==> src/rtl/sumador8b.sv <==
// 8-bit registered adder/accumulator behind the standard
// 8-in / 8-out / 8-bidir tile pad interface.
module sumador8b #(
    parameter int WIDTH = 8
) (
    input  logic             clk,
    input  logic             rst,
    input  logic             ena,
    input  logic [7:0]       ui_in,
    input  logic [WIDTH-1:0] uio_in,
    output logic [WIDTH-1:0] uo_out,
    output logic [7:0]       uio_out,
    output logic [7:0]       uio_oe
);

    logic             en;
    logic             op;
    logic             cin;
    logic             out_sel;

    logic [WIDTH-1:0] acc;
    logic             carry;
    logic             ovf;

    logic [WIDTH:0]   sum;
    logic             sum_ovf;
    logic             zero;
    logic             neg;
    logic [7:0]       status;

    // Upper control bits are reserved; tie them off so they reach nothing.
    logic             unused_ctrl;

    assign en      = ui_in[0];
    assign op      = ui_in[1];
    assign cin     = ui_in[2];
    assign out_sel = ui_in[3];

    assign unused_ctrl = &{1'b0, ui_in[7:4]};

    // Full 9-bit sum including carry-in, plus signed overflow of that sum.
    always_comb begin
        sum     = {1'b0, acc} + {1'b0, uio_in} + {{WIDTH{1'b0}}, cin};
        sum_ovf = (acc[WIDTH-1] == uio_in[WIDTH-1]) &&
                  (sum[WIDTH-1] != acc[WIDTH-1]);
    end

    // Accumulator and flags: reset wins, then load/add when selected.
    always_ff @(posedge clk) begin
        if (rst) begin
            acc   <= '0;
            carry <= 1'b0;
            ovf   <= 1'b0;
        end else if (ena && en) begin
            if (op) begin
                acc   <= uio_in;
                carry <= 1'b0;
                ovf   <= 1'b0;
            end else begin
                acc   <= sum[WIDTH-1:0];
                carry <= sum[WIDTH];
                ovf   <= sum_ovf;
            end
        end
    end

    assign zero   = (acc == '0);
    assign neg    = acc[WIDTH-1];
    assign status = {4'b0000, neg, zero, ovf, carry};

    // Output selection is purely combinational on out_sel.
    always_comb begin
        uo_out = out_sel ? status : acc;
    end

    assign uio_out = 8'h00;
    assign uio_oe  = 8'h00;

endmodule

==> config.mk <==
export PLATFORM = sky130hd
export DESIGN_NAME = sumador8b
export DESIGN_NICKNAME = d
export VERILOG_FILES = /design/src/rtl/sumador8b.sv
export SDC_FILE = /design/constraint.sdc
export NUM_CORES = 1
export LEC_CHECK = 0
export BUFFER_PORTS_ARGS = -buffer_cell sky130_fd_sc_hd__buf_2
export CORE_UTILIZATION = 25
export CTS_BUF_LIST = sky130_fd_sc_hd__clkbuf_2 sky130_fd_sc_hd__clkbuf_4 sky130_fd_sc_hd__clkbuf_8
export DETAILED_ROUTE_END_ITERATION = 8
export PLACE_DENSITY = 0.59
export SLEW_MARGIN = 20
export SYNTH_ARGS = -nofsm -noshare
export SYNTH_HDL_FRONTEND = slang
export SYNTH_SLANG_ARGS = --single-unit
==> constraint.sdc <==
create_clock -name clk -period 7.95 [get_ports clk]
set_clock_uncertainty 0.2 [all_clocks]
set_input_delay 1.9875 -clock clk [delete_from_list [all_inputs] [get_ports clk]]
set_output_delay 1.9875 -clock clk [all_outputs]
set_load 0.05 [all_outputs]
-- Word-level counts from Yosys, hierarchy flattened
Index checks and enable logic that the tools add are counted.
- bits in registers: 10
- input bits: 19
- logic and storage cells: 14
- output and inout bits: 24
- equal/unequal tests: 2
- muxes and demuxes: 4
- reduce and logical (&&, ||, !) cells: 3
- add/sub/neg operators: 2
- operator list (kind ; number):
    two-way mux 8 bit ; 2
    adder 8 x 8 -> 9 bit ; 1
    adder 9 x 1 -> 9 bit ; 1
    zero test 8 bit ; 1
    logical AND 1 bit ; 2
    two-way mux 1 bit ; 2
    equality test 1 bit ; 1
    != test 1 bit ; 1

-- Longest topological paths before layout
Gate-level depths: netlist (run 1).
- depth after elaboration: 5
- mapped depth: 8
- gate-level depth less buffers: 8

-- Least setup slack after synthesis (run 1)
Ideal clock, no wire load.
- path kind: in2out
- start point: input ui_in[3]
- end point: output uo_out[1]
- arrival: 3.284 ns
- cell stages on the path: 2
- data required time: 5.762 ns
- path slack: 2.479 ns
- cells stage by stage: clkbuf_1 -> o21ai_0
- cells in the longest elaborated chain, start to end: 1
- RTL lines (element ; line ; RTL):
    start: declaration ; 9 ; input logic [7:0] ui_in,
    two-way mux 8 bit ; 73 ; uo_out = out_sel ? status : acc;
    end: declaration ; 11 ; output logic [WIDTH-1:0] uo_out,
No other way between the ends.

-- Worst setup path after layout (run 1)
- start point: input ui_in[3]
- end point: output uo_out[3]
The elaborated chain is that of the path after synthesis.

==> results.sh, run 1 <==
export IMPL_grt_max_degree=17
export IMPL_worst_slack_ns=3.031
export IMPL_hold_viol_final=0
export IMPL_post_cts_buffers=0
export IMPL_grt_most_used_layer="met2"
export IMPL_drv_cap=0
export IMPL_cts_max_path_buffers=2
export IMPL_pwr_density_cell_mw_per_mm2=169.7
export IMPL_grt_ovfl_total=0
export IMPL_numCtsBuffers=3
export IMPL_path_cells="buf_2 -> mux2_2 -> buf_2"
export IMPL_cts_tree="done"
export IMPL_power_leakage_uw=0.0005121
export IMPL_cts_sinks=10
export IMPL_setup_violations=0
export IMPL_critPathMaxStageDelay_ns=0.36
export IMPL_cp_top_family="buffers and inverters"
export IMPL_first_global_vias=778
export IMPL_grt_usage_pct=10.86
export IMPL_wl_per_cell_um=11.06
export IMPL_regToRegEndpoint="acc[6]$_SDFFE_PP0P_"
export IMPL_io_pins=43
export IMPL_syn2layout_area_growth_pct=11.57
export IMPL_die_x_um=66.45
export IMPL_rows=23
export IMPL_drive_above_1_share_pct=21.05
export IMPL_cp_start_kind="input pin"
export IMPL_finalCritPeriodShare_pct=61.88
export IMPL_ant_nets=0
export IMPL_synth_seq_cells=10
export IMPL_grt_setup_unrepaired="false"
export IMPL_start_util_pct=25.96
export IMPL_rr_startpoint="acc[0]$_SDFFE_PP0P_"
export IMPL_hpwlAfterDp_um=1742
export IMPL_use_met3_pct=2.055
export IMPL_synth_xor_area_share_pct=1.687
export IMPL_coreArea_mm2=0.004000
export IMPL_cpMostUsedCell="buf_2"
export IMPL_vias=911
export IMPL_synthSimpleGateAreaFrac_pct=25.78
export IMPL_num_antenna_cells=0
export IMPL_yosysWarnings=0
export IMPL_synth_top_flop_cell="dfxtp_1"
export IMPL_synth_compound_area_share_pct=19.16
export IMPL_hold_ws_ns=0.2927
export IMPL_crit_path_top_delay_cell="mux2_2"
export IMPL_clkTransAtPathRegs_ns=0.05
export IMPL_r2r_cells=8
export IMPL_clock_fmax_ghz=0.2033
export IMPL_post_place_ws_ns=3.021
export IMPL_synthMuxAreaShare_pct=3.133
export IMPL_antenna_found_initial=0
export IMPL_drt_iter0_drc=56
export IMPL_hold_end="ovf$_SDFFE_PP0P_"
export IMPL_grt_use_met1_pct=13.54
export IMPL_fin_cells=202
export IMPL_synth_edff_count=0
export IMPL_nets=181
export IMPL_yosysSeqAreaShare_pct=19.28
export IMPL_port_buffers=22
export IMPL_synth_fa_ha_area_share_pct=12.29
export IMPL_async_flop_share_pct=0
export IMPL_worstHoldStart="ovf$_SDFFE_PP0P_"
export IMPL_via_per_inst=4.510
export IMPL_grt_use_met2_pct=16.84
export IMPL_ctsHoldBuffers=0
export IMPL_status="finished clean"
export IMPL_synthCells=132
export IMPL_synth_top_family_by_area="simple AND/OR/NAND/NOR gates"
export IMPL_crit_type="in2out"
export IMPL_clk_latency_ns=0.24
export IMPL_hp_class="reg2reg"
export IMPL_critPathArrivalTime_ns=2.73
export IMPL_fin_crit_ns=4.919
export IMPL_dieArea_mm2=0.004416
export IMPL_dp_cells=198
export IMPL_slew_violations=0
export IMPL_synth_cell_area_mm2=0.001038
export IMPL_ctsRootBufferMaster="clkbuf_8"
export IMPL_place_congestion=0.7378
export IMPL_grt_pass1_wl_um=3581
export IMPL_ys_types=40
export IMPL_worst_r2r_setup_slack_ns=5.57
export IMPL_worst_path_max_fanout=10
export IMPL_die_y_um=66.45
export IMPL_cp_buffers_inverters=2
export IMPL_route_detailed_drc=0
export IMPL_tns_ns=0
export IMPL_irDropWorstVdd_uv=42.94
export IMPL_drt_pass1_iter_count=4
export IMPL_ctsResizeCount=0
export IMPL_drt_total_wl_um=2235
export IMPL_avgSynthCellArea_um2=7.867
export IMPL_hold_depth=2
export IMPL_htree_levels=1
export IMPL_end_kind="primary output"
export IMPL_required_ns=5.76
where the power goes:
part / internal [µW] / total, µW / switching (µW)
Clock: 43.7 / 65.6 / 21.9
Sequential: 53.4 / 57.0 / 3.55
Combinational: 22.2 / 74.1 / 51.9
Yosys cell counts, types with 2 or more instances:
master / instances / share of area [%]
ha_1: 7 / 8.4
a21oi_1: 6 / 2.9
buf_4: 16 / 12
a31oi_1: 2 / 1.2
nand4b_1: 2 / 1.7
clkbuf_1: 2 / 0.72
a211oi_1: 6 / 4.3
nand3_1: 5 / 2.4
clkbuf_8: 2 / 2.7
mux2_2: 2 / 2.2
inv_1: 7 / 2.5
nor2b_1: 5 / 3.0
nand2_1: 9 / 3.3
o31ai_1: 2 / 1.4
fa_1: 2 / 3.9
o21a_1: 3 / 2.2
nor3_1: 6 / 2.9
nor2_1: 12 / 4.3
dfxtp_1: 10 / 19
nand3b_1: 3 / 2.2
o21ai_0: 4 / 1.9
cells in the final DEF (no fill, tap or decap), types with 4 or more instances in the layout:
master,Yosys,final
nand2_1,9,9
a211oi_1,6,6
o21ai_0,4,4
clkbuf_8,2,4
ha_1,7,7
buf_2,0,22
conb_1,1,16
nor2b_1,5,5
nor2_1,12,12
nor3_1,6,6
a21oi_1,6,6
nand3_1,5,5
dfxtp_1,10,10
inv_1,7,7
stage by stage:
step / total power, µW / util, % / area, µm²
final: 196.7 / 28.96 / 1159
after global routing: 207.2 / 28.96 / 1159
after CTS: 198.8 / 28.96 / 1159
after detailed placement: 131.7 / 27.59 / 1104
after global placement: 131.4 / 27.59 / 1104
after floorplan: 124.8 / - / 1095
how the worst max path moves through the flow:
stage / cells past startpoint / endpoint / slack [ns] / start
after floorplan: 2 / uo_out[1] / 2.48 / ui_in[3]
after global placement: 3 / uo_out[3] / 3.02 / ui_in[3]
after detailed placement: 3 / uo_out[3] / 3.02 / ui_in[3]
after CTS: 3 / uo_out[3] / 3.02 / ui_in[3]
after global routing: 3 / uo_out[3] / 2.98 / ui_in[3]
final: 3 / uo_out[3] / 3.03 / ui_in[3]
cells by family (layout without fill, tap and decap cells):
kind of cell	Yosys count	count (layout)
xor+xnor	2	2
flops	10	10
buf+inv	28	33
compound gates	29	29
mux	3	3
simple gates	50	50
other cells	1	16
fa+ha+maj	9	9
worst register-to-register path: cells and delay by family, from the launching register on:
family	cells	cell delay, ns
adder cells (fa/ha/maj)	2	0.64
buffers and inverters	1	0.09
AO/OA/AOI/OAI	2	0.39
flip-flops	1	0.34
AND/OR/NAND/NOR	3	0.62
final cells by class:
| cell class | count | area, µm² |
|---|---|---|
| inverters | 7 | 26.28 |
| multi-input cells | 109 | 704.4 |
| clock buffers | 4 | 55.05 |
| repair buffers | 22 | 110.1 |
| flip-flops and latches | 10 | 200.2 |
| well taps | 50 | 62.56 |
| fillers | 449 | 2841 |
per-layer routing:
layer  vias to the layer above  share of wire, %
met4                         0               1.4
met5                         -                 0
met3                         3               6.7
met1                       399                47
li1                        478                 -
met2                        31                44
sequential cells by signal, summed over array words and instances (netlist names):
signal	count
acc	8
carry	1
ovf	1
Note: power is estimated with default switching activity, not from simulation.
==> run 2: changes to the inputs <==
--- a/config.mk
+++ b/config.mk
@@ -5,11 +5,12 @@
 export SDC_FILE = /design/constraint.sdc
 export NUM_CORES = 1
 export LEC_CHECK = 0
+export ABC_AREA = 1
 export BUFFER_PORTS_ARGS = -buffer_cell sky130_fd_sc_hd__buf_2
 export CORE_UTILIZATION = 25
 export CTS_BUF_LIST = sky130_fd_sc_hd__clkbuf_2 sky130_fd_sc_hd__clkbuf_4 sky130_fd_sc_hd__clkbuf_8
 export DETAILED_ROUTE_END_ITERATION = 8
-export PLACE_DENSITY = 0.59
+export PLACE_DENSITY = 0.6
 export SLEW_MARGIN = 20
 export SYNTH_ARGS = -nofsm -noshare
 export SYNTH_HDL_FRONTEND = slang
==> constraint.sdc (replaced) <==
create_clock -name clk -period 4.1 [get_ports clk]
set_clock_uncertainty 0.2 [all_clocks]
set_input_delay 1.025 -clock clk [delete_from_list [all_inputs] [get_ports clk]]
set_output_delay 1.025 -clock clk [all_outputs]
set_load 0.05 [all_outputs]
==> results.sh, run 2 <==
export IMPL_regMostFlops="acc"
export IMPL_clk_latency_ns=0.23
export IMPL_power_leakage_uw=0.0006376
export IMPL_top_regs="acc (8), carry (1), ovf (1)"
export IMPL_slew_violations=0
export IMPL_dieArea_mm2=0.004555
export IMPL_ctsRootBufferMaster="clkbuf_8"
export IMPL_post_cts_buffers=0
export IMPL_end_kind="primary output"
export IMPL_numCtsBuffers=3
export IMPL_grt_pass1_wl_um=4126
export IMPL_finalCritPeriodShare_pct=73.06
export IMPL_drt_pass1_iter_count=4
export IMPL_clock_fmax_ghz=0.3339
export IMPL_grt_ovfl_total=0
export IMPL_regArea_um2=200.2
export IMPL_first_global_vias=963
export IMPL_io_pins=43
export IMPL_dp_cells=236
export IMPL_grt_max_degree=16
export IMPL_synth_top_cell_area_share_pct=18.67
export IMPL_num_antenna_cells=0
export IMPL_ctsHoldBuffers=0
export IMPL_avgSynthCellArea_um2=6.383
export IMPL_status="finished clean"
export IMPL_hold_viol_final=0
export IMPL_ys_top_cells_by_area="dfxtp_1 (19%), nand2_1 (14%), buf_4 (11%), ha_1 (8.2%), inv_1 (6.7%)"
export IMPL_final_cell_mix="nand2_1 (41), buf_2 (22), inv_1 (19), conb_1 (16), nor2_1 (15)"
export IMPL_ys_types=27
export IMPL_hpwlAfterDp_um=2008
export IMPL_tns_ns=0
export IMPL_via_per_inst=4.385
export IMPL_vias=1048
export IMPL_yosysMostFrequentCell="nand2_1"
export IMPL_drt_iter0_drc=59
export IMPL_yosysWarnings=0
export IMPL_port_buffers=22
export IMPL_antenna_found_initial=0
export IMPL_fin_cells=239
export IMPL_synth_seq_cells=10
export IMPL_required_ns=2.87
export IMPL_place_congestion=0.8102
export IMPL_tightest_slew_ns=0.5381
export IMPL_largest_reg_flops=8
export IMPL_die_x_um=67.49
export IMPL_ctsResizeCount=0
export IMPL_async_flop_share_pct=0
export IMPL_hp_class="reg2reg"
export IMPL_cts_tree="done"
export IMPL_synth_edff_count=0
export IMPL_route_detailed_drc=0
export IMPL_crit_type="in2out"
export IMPL_drive_above_1_share_pct=19.05
export IMPL_wl_per_cell_um=10.28
export IMPL_pwr_density_cell_mw_per_mm2=301.0
export IMPL_final_common_cell="nand2_1"
export IMPL_yosysTopAreaCell="dfxtp_1"
export IMPL_start_util_pct=26.43
export IMPL_drv_cap=0
export IMPL_nets=219
export IMPL_multi_input_area_um2=690.7
export IMPL_syn2layout_area_growth_pct=11.08
export IMPL_worst_path_max_fanout=9
export IMPL_cp_start_kind="input pin"
export IMPL_drt_total_wl_um=2456
export IMPL_fin_crit_ns=2.995
export IMPL_slew_headroom_pct=64.04
export IMPL_yosysSeqAreaShare_pct=18.67
export IMPL_cts_sinks=10
export IMPL_synthCells=168
export IMPL_worst_slack_ns=1.105
export IMPL_hold_ws_ns=0.2691
export IMPL_htree_levels=1
export IMPL_critPathArrivalTime_ns=1.77
export IMPL_clkTransAtPathRegs_ns=0.05
export IMPL_irDropWorstVdd_uv=140.0
export IMPL_netlist_top_cells_count="nand2_1 (41), inv_1 (19), buf_4 (16)"
export IMPL_ant_nets=0
export IMPL_cts_max_path_buffers=2
export IMPL_fill_cells=479
export IMPL_synth_cell_area_mm2=0.001072
export IMPL_synth_top_flop_cell="dfxtp_1"
export IMPL_grt_usage_pct=12.02
export IMPL_post_place_ws_ns=1.096
export IMPL_final_util_pct=29.36
export IMPL_die_y_um=67.49
export IMPL_grt_setup_unrepaired="false"
export IMPL_setup_violations=0
export IMPL_rows=23
export IMPL_coreArea_mm2=0.004058
run 2: worst max-delay path: stages:
cell,delay [ns]
buf_2,0.17
inv_1,0.10
o21ai_0,0.18
buf_2,0.29
run 2: per-stage QoR:
step	instance area (µm²)	power, µW
final	1191	358.5
after global routing	1191	384.2
after CTS	1191	362.6
after detailed placement	1150	258.7
after global placement	1150	256.4
after floorplan	1129	241.8
run 2: power breakdown:
group | internal, µW | total [µW] | switching [µW]
clock network | 64.3 | 103 | 38.3
registers | 103 | 109 | 6.15
logic | 40.1 | 147 | 107
run 2: kinds of logic (layout without fill, tap and decap cells):
kind of cell    after synthesis  count (layout)  share of synthesized area (%)
simple gates                 80              80                          32.91
compound gates               25              25                          13.19
buf+inv                      42              48                          22.17
fa+ha+maj                     9               9                          11.90
flops                        10              10                          18.67
other cells                   1              16                         0.3497
xor+xnor                      1               1                         0.8170
run 2: path summary, 6_finish.rpt:
kind | from | to | slack [ns] | cells after the start
max | ui_in[3] | uo_out[3] | 1.10 | 4
min | ovf$_SDFFE_PP0P_ | ovf$_SDFFE_PP0P_ | 0.27 | 2
max reg2reg | acc[0]$_SDFFE_PP0P_ | acc[1]$_SDFFE_PP0P_ | 2.14 | 6
min reg2reg | ovf$_SDFFE_PP0P_ | ovf$_SDFFE_PP0P_ | 0.27 | 2
run 2: area by class of cell:
type | count | share of cell area, %
multi-input combinational | 131 | 57.98
inverter | 23 | 7.248
sequential | 10 | 16.81
timing repair buffer | 22 | 9.244
tap | 50 | 5.252
clock buffer | 3 | 3.466
run 2: routing by layer:
layer  global-route usage (%)  wire [µm]  vias to the layer above
met4                    1.862          0                        0
met1                    16.16       1180                      465
met3                    3.547        157                        0
met2                    19.06       1118                       32
li1                         -          -                      551
met5                        0          0                        -
==> run 3: changes to the inputs <==
==> constraint.sdc (replaced) <==
create_clock -name clk -period 2.4 [get_ports clk]
set_clock_uncertainty 0.2 [all_clocks]
set_input_delay 0.6 -clock clk [delete_from_list [all_inputs] [get_ports clk]]
set_output_delay 0.6 -clock clk [all_outputs]
set_load 0.05 [all_outputs]
==> results.sh, run 3 (same netlist as run 2, synthesis figures left out) <==
export IMPL_status="finished clean"
export IMPL_post_cts_buffers=0
export IMPL_port_buffers=22
export IMPL_r2r_cells=6
export IMPL_num_antenna_cells=0
export IMPL_wl_per_cell_um=9.938
export IMPL_hpwlAfterDp_um=1996
export IMPL_final_cell_mix="nand2_1 (41), buf_2 (22), inv_1 (19), conb_1 (16), nor2_1 (15)"
export IMPL_drt_pass1_iter_count=4
export IMPL_cp_start_kind="flop"
export IMPL_final_common_cell="nand2_1"
export IMPL_grt_usage_pct=12.04
export IMPL_die_x_um=67.49
export IMPL_cts_max_path_buffers=2
export IMPL_route_detailed_drc=0
export IMPL_regMostFlops="acc"
export IMPL_grt_max_degree=11
export IMPL_place_congestion=0.7719
export IMPL_dieArea_mm2=0.004555
export IMPL_first_global_vias=923
export IMPL_top_regs="acc (8), carry (1), ovf (1)"
export IMPL_drt_total_wl_um=2395
export IMPL_htree_levels=1
export IMPL_path_cells="nor4_1 -> nand3_1 -> nand2_1 -> buf_2"
export IMPL_drt_iter0_drc=39
export IMPL_coreArea_mm2=0.004058
export IMPL_cts_tree="done"
export IMPL_clkPwrFrac_pct=33.2
export IMPL_irDropWorstVdd_uv=218.9
export IMPL_syn2layout_area_growth_pct=13.07
export IMPL_clk_latency_ns=0.24
export IMPL_antenna_found_initial=0
export IMPL_intPower_uw=389.7
export IMPL_grt_setup_unrepaired="false"
export IMPL_ctsResizeCount=0
export IMPL_clock_fmax_ghz=0.4721
export IMPL_io_pins=43
export IMPL_pwr_share_comb_pct=38.2
export IMPL_cts_sinks=10
export IMPL_drive_above_1_share_pct=19.90
export IMPL_pwr_density_cell_mw_per_mm2=539.0
export IMPL_ant_nets=0
export IMPL_dp_cells=237
export IMPL_critPathArrivalTime_ns=1.32
export IMPL_clkTransAtPathRegs_ns=0.05
export IMPL_numCtsBuffers=3
export IMPL_power_share_switching_pct=40.36
export IMPL_start_util_pct=26.43
export IMPL_required_ns=1.60
export IMPL_finalPower_uw=653.4
export IMPL_hold_viol_final=0
export IMPL_drv_cap=0
export IMPL_ctsRootBufferMaster="clkbuf_8"
export IMPL_die_y_um=67.49
export IMPL_nets=220
export IMPL_setup_violations=0
export IMPL_grt_pass1_wl_um=4084
export IMPL_worst_path_max_fanout=4
export IMPL_crit_type="reg2out"
export IMPL_finalCritPeriodShare_pct=88.25
export IMPL_end_kind="primary output"
export IMPL_hold_depth=2
export IMPL_fin_crit_ns=2.118
export IMPL_fin_cells=241
export IMPL_slew_violations=0
export IMPL_crit_path_top_delay_cell="dfxtp_1"
export IMPL_vias=1036
export IMPL_ctsHoldBuffers=0
export IMPL_tns_ns=0
export IMPL_grt_ovfl_total=0
export IMPL_via_per_inst=4.299
export IMPL_rows=23
export IMPL_p_sw_uw=263.7
export IMPL_hp_class="reg2reg"
export IMPL_critPathMaxStageDelay_ns=0.34
export IMPL_power_leakage_uw=0.0006492
export IMPL_seq_power_share_pct=28.6
export IMPL_largest_reg_flops=8
==> run 3: worst paths after layout <==
check / endpoint / from / slack [ns]
max: uo_out[2] / acc[5]$_SDFFE_PP0P_ / 0.28
min: carry$_SDFFE_PP0P_ / carry$_SDFFE_PP0P_ / 0.28
max reg2reg: acc[1]$_SDFFE_PP0P_ / acc[0]$_SDFFE_PP0P_ / 0.48
min reg2reg: carry$_SDFFE_PP0P_ / carry$_SDFFE_PP0P_ / 0.28
==> run 3: final cells by class <==
type                       count  area, µm²
multi-input combinational    131      690.7
inverter                      23      86.33
sequential                    10      200.2
tap                           50      62.56
timing repair buffer          23      117.6
fill                         453       2845
clock buffer                   4      55.05
==> run 3: power groups by stage <==
stage / clock network, µW / registers, µW / logic [µW]
finish: 217 / 187 / 250
global route: 237 / 188 / 279
CTS: 222 / 187 / 251
detailed placement: 0 / 190 / 250
global placement: 0 / 191 / 249
floorplan: 0 / 186 / 227
==> run 3: per-stage QoR <==
step                cell area [µm²]  setup WS (ns)  utilization (%)  hold slack (ns)
floorplan                      1129       -0.07232                -           0.2378
global placement               1157        0.08083            28.52           0.2566
detailed placement             1157        0.06575            28.52           0.2682
CTS                            1212         0.2685            29.88           0.2751
global route                   1212         0.1452            29.88           0.2886
finish                         1212         0.2819            29.88           0.2762
==> run 3: critical path: cells and delay by family (launching register included) <==
kind,cells,cell delay [ns]
buffers and inverters,1,0.25
DFF,1,0.34
and+or+nand+nor,3,0.48
==> run 3: routing by layer <==
| metal | share of wire [%] | vias to the layer above | global-route usage [%] |
|---|---|---|---|
| met5 | 0 | - | 0 |
| met4 | 0.42 | 0 | 2.394 |
| met2 | 44 | 25 | 18.56 |
| li1 | - | 556 | - |
| met3 | 5.6 | 2 | 3.716 |
| met1 | 50 | 453 | 16.33 |
